## src/rtl/ard_link_pkg.sv

```systemverilog
// Shared types for the core-to-Arduino byte link: FSM states, transfer tags, widths.
// Latency: n/a (types and a pure function only).
// Backpressure: n/a.
package ard_link_pkg;

  localparam int BYTE_W = 8;
  localparam int WORD_W = 16;

  typedef enum logic [3:0] {
    IDLE,
    W_HI,
    W_HI_REL,
    W_LO,
    W_LO_REL,
    R_HI,
    R_HI_REL,
    R_LO,
    R_LO_REL
  } link_state_t;

  // Encoding 0 is reserved on the core side and is carried as MDR.
  typedef enum logic [1:0] {
    TAG_RSVD = 2'd0,
    TAG_PC   = 2'd1,
    TAG_MAR  = 2'd2,
    TAG_MDR  = 2'd3
  } link_tag_t;

  typedef struct packed {
    logic pc;
    logic mar;
    logic mdr;
  } tag_oh_t;

  function automatic tag_oh_t tag_onehot(input logic [1:0] tag);
    tag_oh_t oh;
    oh = '0;
    case (tag)
      TAG_PC:  oh.pc  = 1'b1;
      TAG_MAR: oh.mar = 1'b1;
      default: oh.mdr = 1'b1;
    endcase
    return oh;
  endfunction

endpackage

```

## src/rtl/ard_sync.sv

```systemverilog
// Multi-flop level synchronizer for one asynchronous Arduino handshake line.
// Latency: SYNC_STAGES cycles from sampling to q.
// Backpressure: none; free-running, cleared by async active-low reset.
module ard_sync #(
  parameter int SYNC_STAGES = 2
) (
  input  logic clk,
  input  logic rst,
  input  logic d,
  output logic q
);

  logic [SYNC_STAGES-1:0] ff;

  // Shift the raw level through the flop chain; reset clears every stage.
  always_ff @(posedge clk or negedge rst) begin
    if (!rst) ff <= '0;
    else      ff <= {ff[SYNC_STAGES-2:0], d};
  end

  assign q = ff[SYNC_STAGES-1];

endmodule

```

## src/rtl/ard_bus_link.sv

```systemverilog
// Moves 16-bit core words over the 8-bit Arduino pin bus, high byte first, four-phase handshake.
// Latency: 4*(SYNC_STAGES+1) cycles accept-to-idle with an instant Arduino; all outputs registered.
// Backpressure: req_ready only in IDLE; waits on Arduino ready lines (watchdog with ARD_LINK_TIMEOUT_EN).
module ard_bus_link
  import ard_link_pkg::*;
#(
  parameter int SYNC_STAGES    = 2,
  parameter int TIMEOUT_CYCLES = 1023
) (
  input  logic              clk,
  input  logic              rst,
  input  logic              req_valid,
  output logic              req_ready,
  input  logic              req_write,
  input  logic [1:0]        req_tag,
  input  logic [WORD_W-1:0] req_data,
  output logic              rsp_valid,
  output logic [WORD_W-1:0] rsp_data,
  output logic              err,
  output logic [BYTE_W-1:0] out_bus,
  output logic              out_valid,
  input  logic [BYTE_W-1:0] in_bus,
  output logic              bus_pc,
  output logic              bus_mar,
  output logic              bus_mdr,
  input  logic              ard_receive_ready,
  input  logic              ard_data_ready
);

  link_state_t       state, state_nxt;
  logic [WORD_W-1:0] wdata, wdata_nxt;
  logic [WORD_W-1:0] rword, rword_nxt;
  logic              arm, arm_nxt;
  tag_oh_t           tags, tags_nxt;
  logic              req_ready_nxt, out_valid_nxt, rsp_valid_nxt, err_nxt;
  logic [BYTE_W-1:0] out_bus_nxt;
  logic [WORD_W-1:0] rsp_data_nxt;
  logic              rr_s, dr_s;
  logic              tmo;

  ard_sync #(.SYNC_STAGES(SYNC_STAGES)) u_rr_sync (
    .clk (clk),
    .rst (rst),
    .d   (ard_receive_ready),
    .q   (rr_s)
  );

  ard_sync #(.SYNC_STAGES(SYNC_STAGES)) u_dr_sync (
    .clk (clk),
    .rst (rst),
    .d   (ard_data_ready),
    .q   (dr_s)
  );

`ifdef ARD_LINK_TIMEOUT_EN
  localparam int                CNT_W    = $clog2(TIMEOUT_CYCLES + 1);
  localparam logic [CNT_W-1:0]  TMO_LAST = CNT_W'(TIMEOUT_CYCLES - 1);
  logic [CNT_W-1:0] phase_cnt;

  // Per-phase watchdog: restarts on every state change, saturates at the limit.
  always_ff @(posedge clk or negedge rst) begin
    if (!rst)                   phase_cnt <= '0;
    else if (state_nxt != state) phase_cnt <= '0;
    else if (phase_cnt != TMO_LAST) phase_cnt <= phase_cnt + 1'b1;
  end

  assign tmo = (state != IDLE) && (phase_cnt == TMO_LAST);
`else
  logic unused_tmo;
  assign unused_tmo = (TIMEOUT_CYCLES != 0);
  assign tmo        = 1'b0;
`endif

  // State and transfer context registers.
  always_ff @(posedge clk or negedge rst) begin
    if (!rst) begin
      state <= IDLE;
      wdata <= '0;
      rword <= '0;
      arm   <= 1'b0;
      tags  <= '0;
    end else begin
      state <= state_nxt;
      wdata <= wdata_nxt;
      rword <= rword_nxt;
      arm   <= arm_nxt;
      tags  <= tags_nxt;
    end
  end

  // Next state plus next value of every registered output.
  always_comb begin
    state_nxt     = state;
    wdata_nxt     = wdata;
    rword_nxt     = rword;
    arm_nxt       = arm;
    tags_nxt      = tags;
    rsp_valid_nxt = 1'b0;
    rsp_data_nxt  = rsp_data;
    err_nxt       = 1'b0;

    case (state)
      IDLE: begin
        if (req_valid) begin
          wdata_nxt = req_data;
          tags_nxt  = tag_onehot(req_tag);
          // An ack already high at accept is stale; the HI phase must see it low first.
          arm_nxt   = req_write ? !rr_s : !dr_s;
          state_nxt = req_write ? W_HI : R_HI;
        end
      end
      W_HI: begin
        if (!rr_s) arm_nxt = 1'b1;
        if (arm && rr_s) state_nxt = W_HI_REL;
      end
      W_HI_REL: if (!rr_s) state_nxt = W_LO;
      W_LO:     if (rr_s)  state_nxt = W_LO_REL;
      W_LO_REL: if (!rr_s) state_nxt = IDLE;
      R_HI: begin
        if (!dr_s) arm_nxt = 1'b1;
        if (arm && dr_s) begin
          rword_nxt[WORD_W-1:BYTE_W] = in_bus;
          state_nxt = R_HI_REL;
        end
      end
      R_HI_REL: if (!dr_s) state_nxt = R_LO;
      R_LO: begin
        if (dr_s) begin
          rword_nxt[BYTE_W-1:0] = in_bus;
          state_nxt = R_LO_REL;
        end
      end
      R_LO_REL: begin
        if (!dr_s) begin
          state_nxt     = IDLE;
          rsp_valid_nxt = 1'b1;
          rsp_data_nxt  = rword;
        end
      end
      default: state_nxt = IDLE;
    endcase

    // Watchdog abort overrides whatever the phase decided; no response is produced.
    if (tmo) begin
      state_nxt     = IDLE;
      err_nxt       = 1'b1;
      rsp_valid_nxt = 1'b0;
      rsp_data_nxt  = rsp_data;
    end

    if (state_nxt == IDLE) tags_nxt = '0;

    req_ready_nxt = (state_nxt == IDLE);
    out_valid_nxt = (state_nxt inside {W_HI, W_LO, R_HI, R_LO});
    case (state_nxt)
      W_HI:    out_bus_nxt = wdata_nxt[WORD_W-1:BYTE_W];
      W_LO:    out_bus_nxt = wdata_nxt[BYTE_W-1:0];
      default: out_bus_nxt = '0;
    endcase
  end

  // Output registers; reset forces every output low.
  always_ff @(posedge clk or negedge rst) begin
    if (!rst) begin
      req_ready <= 1'b0;
      out_valid <= 1'b0;
      out_bus   <= '0;
      rsp_valid <= 1'b0;
      rsp_data  <= '0;
      err       <= 1'b0;
    end else begin
      req_ready <= req_ready_nxt;
      out_valid <= out_valid_nxt;
      out_bus   <= out_bus_nxt;
      rsp_valid <= rsp_valid_nxt;
      rsp_data  <= rsp_data_nxt;
      err       <= err_nxt;
    end
  end

  assign bus_pc  = tags.pc;
  assign bus_mar = tags.mar;
  assign bus_mdr = tags.mdr;

endmodule

```

## config.mk

```make
export PLATFORM = sky130hd
export DESIGN_NAME = ard_bus_link
export DESIGN_NICKNAME = d
export VERILOG_FILES = /design/src/rtl/ard_link_pkg.sv /design/src/rtl/ard_sync.sv /design/src/rtl/ard_bus_link.sv
export SDC_FILE = /design/constraint.sdc
export NUM_CORES = 1
export LEC_CHECK = 0
export ABC_AREA = 1
export CORE_MARGIN = 2
export CORE_UTILIZATION = 40
export CTS_BUF_LIST = sky130_fd_sc_hd__clkbuf_16
export CTS_CLUSTER_SIZE = 40
export DETAILED_ROUTE_END_ITERATION = 8
export PLACE_DENSITY = 0.65
export SKIP_CTS_REPAIR_TIMING = 1
export SLEW_MARGIN = 20
export SYNTH_ARGS = -nofsm -noshare
export SYNTH_HDL_FRONTEND = slang
export SYNTH_HIERARCHICAL = 1
export SYNTH_SLANG_ARGS = --single-unit
export TNS_END_PERCENT = 10
```

## constraint.sdc

```tcl
create_clock -name clk -period 1.85 [get_ports clk]
set_input_delay 0.37 -clock clk [delete_from_list [all_inputs] [get_ports clk]]
set_output_delay 0.37 -clock clk [all_outputs]
set_load 0.02 [all_outputs]
```

Yosys cells after proc, flatten, opt, wreduce, memory -nomap -nowiden
Cells that the tools add are included.
W data, S select, Z words.
{"block": "totals", "reg_bits": 71, "latchBits": 0, "ramBits": 0, "rom_bits": 0, "input_bits": 32, "output_inout_bits": 31, "wordCells": 76, "memories": 0}
{"block": "classes", "addsub": 0, "mul": 0, "n_div": 0, "n_lt_le_gt_ge": 0, "n_eq_ne": 17, "shifts": 0, "mux": 27, "bitwise_logic": 1, "n_reduce_logical": 16}
{"operator": "$mux W4", "count": 9}
{"operator": "$pmux W4 S9", "count": 1}
{"operator": "$mux W16", "count": 2}
{"operator": "$eq A4 B3 Y1 const B", "count": 6}
{"operator": "$pmux W8 S2", "count": 1}
{"operator": "$eq A4 B2 Y1 const B", "count": 3}
{"operator": "$mux W3", "count": 4}
{"operator": "$mux W1", "count": 9}
{"operator": "$eq A4 B1 Y1 const B", "count": 2}
{"operator": "$logic_not A4 Y1", "count": 2}
{"operator": "$reduce_and A2 Y1", "count": 4}
{"operator": "$ne A2 B2 Y1 const B", "count": 3}
{"operator": "$eq A4 B4 Y1 const B", "count": 1}
{"operator": "$reduce_and A4 Y1", "count": 1}
{"operator": "$reduce_bool A2 Y1", "count": 2}
{"operator": "$reduce_bool A4 Y1", "count": 1}
{"operator": "$pmux W1 S3", "count": 1}
{"operator": "$reduce_bool A3 Y1", "count": 1}
{"operator": "$eq A2 B1 Y1 const B", "count": 1}
{"operator": "$eq A2 B2 Y1 const B", "count": 1}
{"operator": "$logic_and A1 B1 Y1", "count": 2}
{"operator": "$logic_not A1 Y1", "count": 2}
{"operator": "$reduce_or A2 Y1", "count": 1}
{"operator": "$not A1 Y1", "count": 1}

Longest topological paths before layout
{"block": "depth", "depth_word": 6, "mapped_depth": 10, "depth_no_buf": 10}

Cells and area by module
Netlist, hierarchy kept.
{"module": "ard_bus_link", "n_inst": 1, "cells_per_inst": 294, "area_each_um2": 2808.9, "seq_area_each_um2": 1676.6}
{"module": "ard_sync", "n_inst": 2, "cells_per_inst": 2, "area_each_um2": 50.0, "seq_area_each_um2": 50.0}

Least setup slack after synthesis
OpenSTA, ideal clock, no wires.
{"block": "synth_path", "path_kind": "flip-flop to flip-flop", "from": "register state[1]", "to": "register rsp_data[10]", "setup_time_ps": 127, "arrival_ps": 1368, "t_required_ps": 1723, "setup_slack_ps": 354, "stages_incl_launch_ff": 6, "n_path_buf": 1, "period_less_slack_ps": 1496, "cell_sequence": "dfrtp_1 nor2_2 nand2_1 nor2_4 buf_6 mux2_1"}
{"block": "synth_between", "elab_chain_len": 2}
{"element": "start, declared", "line": "ard_bus_link.sv:30", "source": "link_state_t state, state_nxt;"}
{"element": "start signal, assigned", "line": "ard_bus_link.sv:83", "source": "state <= state_nxt;"}
{"element": "$eq A4 B4 Y1", "line": "ard_bus_link.sv:102", "source": "case (state)"}
{"element": "$reduce_and A2 Y1 (no line)"}
{"element": "end signal, assigned", "line": "ard_bus_link.sv:176", "source": "rsp_data <= rsp_data_nxt;"}
{"element": "end, declared", "line": "ard_bus_link.sv:18", "source": "output logic [WORD_W-1:0] rsp_data,"}
No other way between the ends.
A chain may end at the register's enable or synchronous reset.

Worst setup path in the final report
{"block": "layout_path", "from": "register rsp_data[10]", "to": "output rsp_data[10]"}
No word-level cell between the ends.

==> out/metrics.csv <==
metric;value;unit
Synthesis Warnings;6;
top cells by count, synth;nand2_1, dfrtp_1, inv_1, nand3_1, o21ai_0;
sequential share of the synthesized area;61.1;%
top cell type's share of synthesized area;61.1;%
DIE AREA;7970;um2
Max Slew Vio Count;0;
Final Hold Fails;0;
startpoint types;register;
final WL;6020;um
top cells by area, synth;dfrtp_1, nand2_1, mux2_1;
H-Tree Depth;3;
Initial DRT Pass Iterations;4;
Async S/R FF share, synth;100;%
final worst slack;161;ps
setup TNS;0;ps
outcome;finished, final reports clean;
number of distinct library cells after synthesis;25;
total power;6.28;mW
grt total ovfl;0;
Critical R2R Capture;rsp_data[11];
Iter 0 DRT Violations;139;
peak supply drop;0.802;mV
clock sinks;71;
Final #Nets;402;
clock buffer depth;2;
clk root buf;clkbuf_16;
placed cell count;456;
P&R area growth vs syn;35.7;%
RD Place Congestion;0.866;
Arr. time, crit path;1320;ps
hpwl dp;3940;um
number of diodes;0;
CP top delay family;buffers and inverters;
cell count after synthesis;298;
Clock Latency Late Sink;330;ps
worst path bufs/invs;1;
Starting Density;40.8;%
Tmin final;1690;ps
R2R Path Start;state[0];
fraction of layout instances using a drive strength above 1;12.3;%
Avg Inst Size Synth;9.76;um2
Finished Layout Cells;472;
Worst Skew;7.82;ps
Place WS;146;ps
Post-synth top flop;dfrtp_1;
P per Cell Area;1590;nW/um2
Post-synth EDFFs;0;
clk slew on worst S/H paths;60;ps
CTS tree;built;
most frequent cell after synthesis;nand2_1;
Leak;2.01;nW
fmax;592;MHz
crit path capture type;output pin;
# DRC;0;
largest net degree at the start of global routing;72;
Die W;89.3;um
reg2reg path depth;5;
Via Count;2153;
vias in the first global route;2176;
Core Rows;31;
cell taking the most area after synthesis;dfrtp_1;
IO Count;63;
CP peak stage delay;640;ps
mapped cell area;2910;um2
Post-Syn Nets;332;
#FFs+latches synth;71;
PortBufs;61;
ANT nets after route;0;
worst path required time;1480;ps
crit path kind;register to output pin;
total CTS buffers;9;
RSZ-0062 raised after global routing;false;
CP Depth;1;
Max Fanout on Critical Path;2;
vias per cell;4.56;
Finish-stage setup viols;0;
Core Footprint;7140;um2
drt wl/cell;12.8;um
FF-to-FF setup slack;250;ps
Worst path slowest cell;clkdlybuf4s50_1;
GRT Overall Usage;16.6;%
Max Cap Viol;0;
CP cell instances;clkdlybuf4s50_1;
crit path from;rsp_data[10];
Worst setup endpoint;rsp_data[10];
Die H;89.3;um
initial antenna violation count;0;
first-pass GRT wire length;10000;um
Min-Delay Path Class;input pin to asynchronous set/reset pin;
fin crit share;91.3;%
[flip-flops by register name (all words and copies together) (netlist names), 2 cells and up]
signal and count:
out_bus 8, rword 16, u_dr_sync/ff 2, rsp_data 16
wdata 16, state 4, u_rr_sync/ff 2
[cell families (layout without fill, tap and decap cells)]
family,after synthesis,count (layout),share of synthesized area (%)
compound gates,21,21,3.83
fa+ha+maj,2,2,0.860
buf+inv,35,110,5.16
flops,71,71,61.1
mux,16,16,6.19
other cells,1,1,0.129
simple gates,152,152,22.8
[routing by layer]
| layer | GRT usage (%) | part of all wire [%] | up-vias |
|---|---|---|---|
| met1 | 21.5 | 47 | 997 |
| met3 | 4.71 | 7.0 | 8 |
| met5 | 0 | 0 | - |
| met2 | 26.1 | 45 | 66 |
| met4 | 7.33 | 1.2 | 0 |
| li1 | - | - | 1082 |
[layout by cell type (no fill, tap or decap), types with 7 or more instances in the layout]
cell type        Yosys  final
clkbuf_16            0      9
nand2_1            110    110
inv_1               22     23
clkdlybuf4s50_1      0     60
nor2_1              10     10
dfrtp_1             71     71
mux2_2               7      7
nand3_1             17     17
o21ai_0             17     17
mux2_1               9      9
[where the power goes]
| part | internal, mW | switching (mW) |
|---|---|---|
| clock network | 1.04 | 0.635 |
| registers | 2.14 | 0.281 |
| logic | 0.871 | 1.30 |
[layout make-up]
class | count | area [um2]
Multi-Input combinational cell | 192 | 982
Clock inverter | 7 | 73.8
Fill cell | 635 | 3190
Inverter | 27 | 101
Clock buffer | 9 | 225
Sequential cell | 71 | 1780
Tap cell | 99 | 124
Timing Repair Buffer | 67 | 663
[worst min-delay path by stage]
stage	to	slack, ps	cells after the start
after CTS	out_bus[1]	80	2
after detailed placement	u_rr_sync/ff[1]	330	0
after global routing	arm	100	2
after floorplan	arm	70	0
after global placement	u_rr_sync/ff[1]	330	0
final	arm	60	2
[per-stage QoR]
step           hold WS (ps)  cell area (um2)  utilization (%)
2_1_floorplan          74.4             2910                -
3_3_place_gp            332             3650             51.1
3_5_place_dp            335             3650             51.1
4_1_cts                84.5             3950             55.3
5_1_grt                96.1             3950             55.3
6_report               61.2             3950             55.3
No activity file was read; power rests on OpenSTA's default activity.
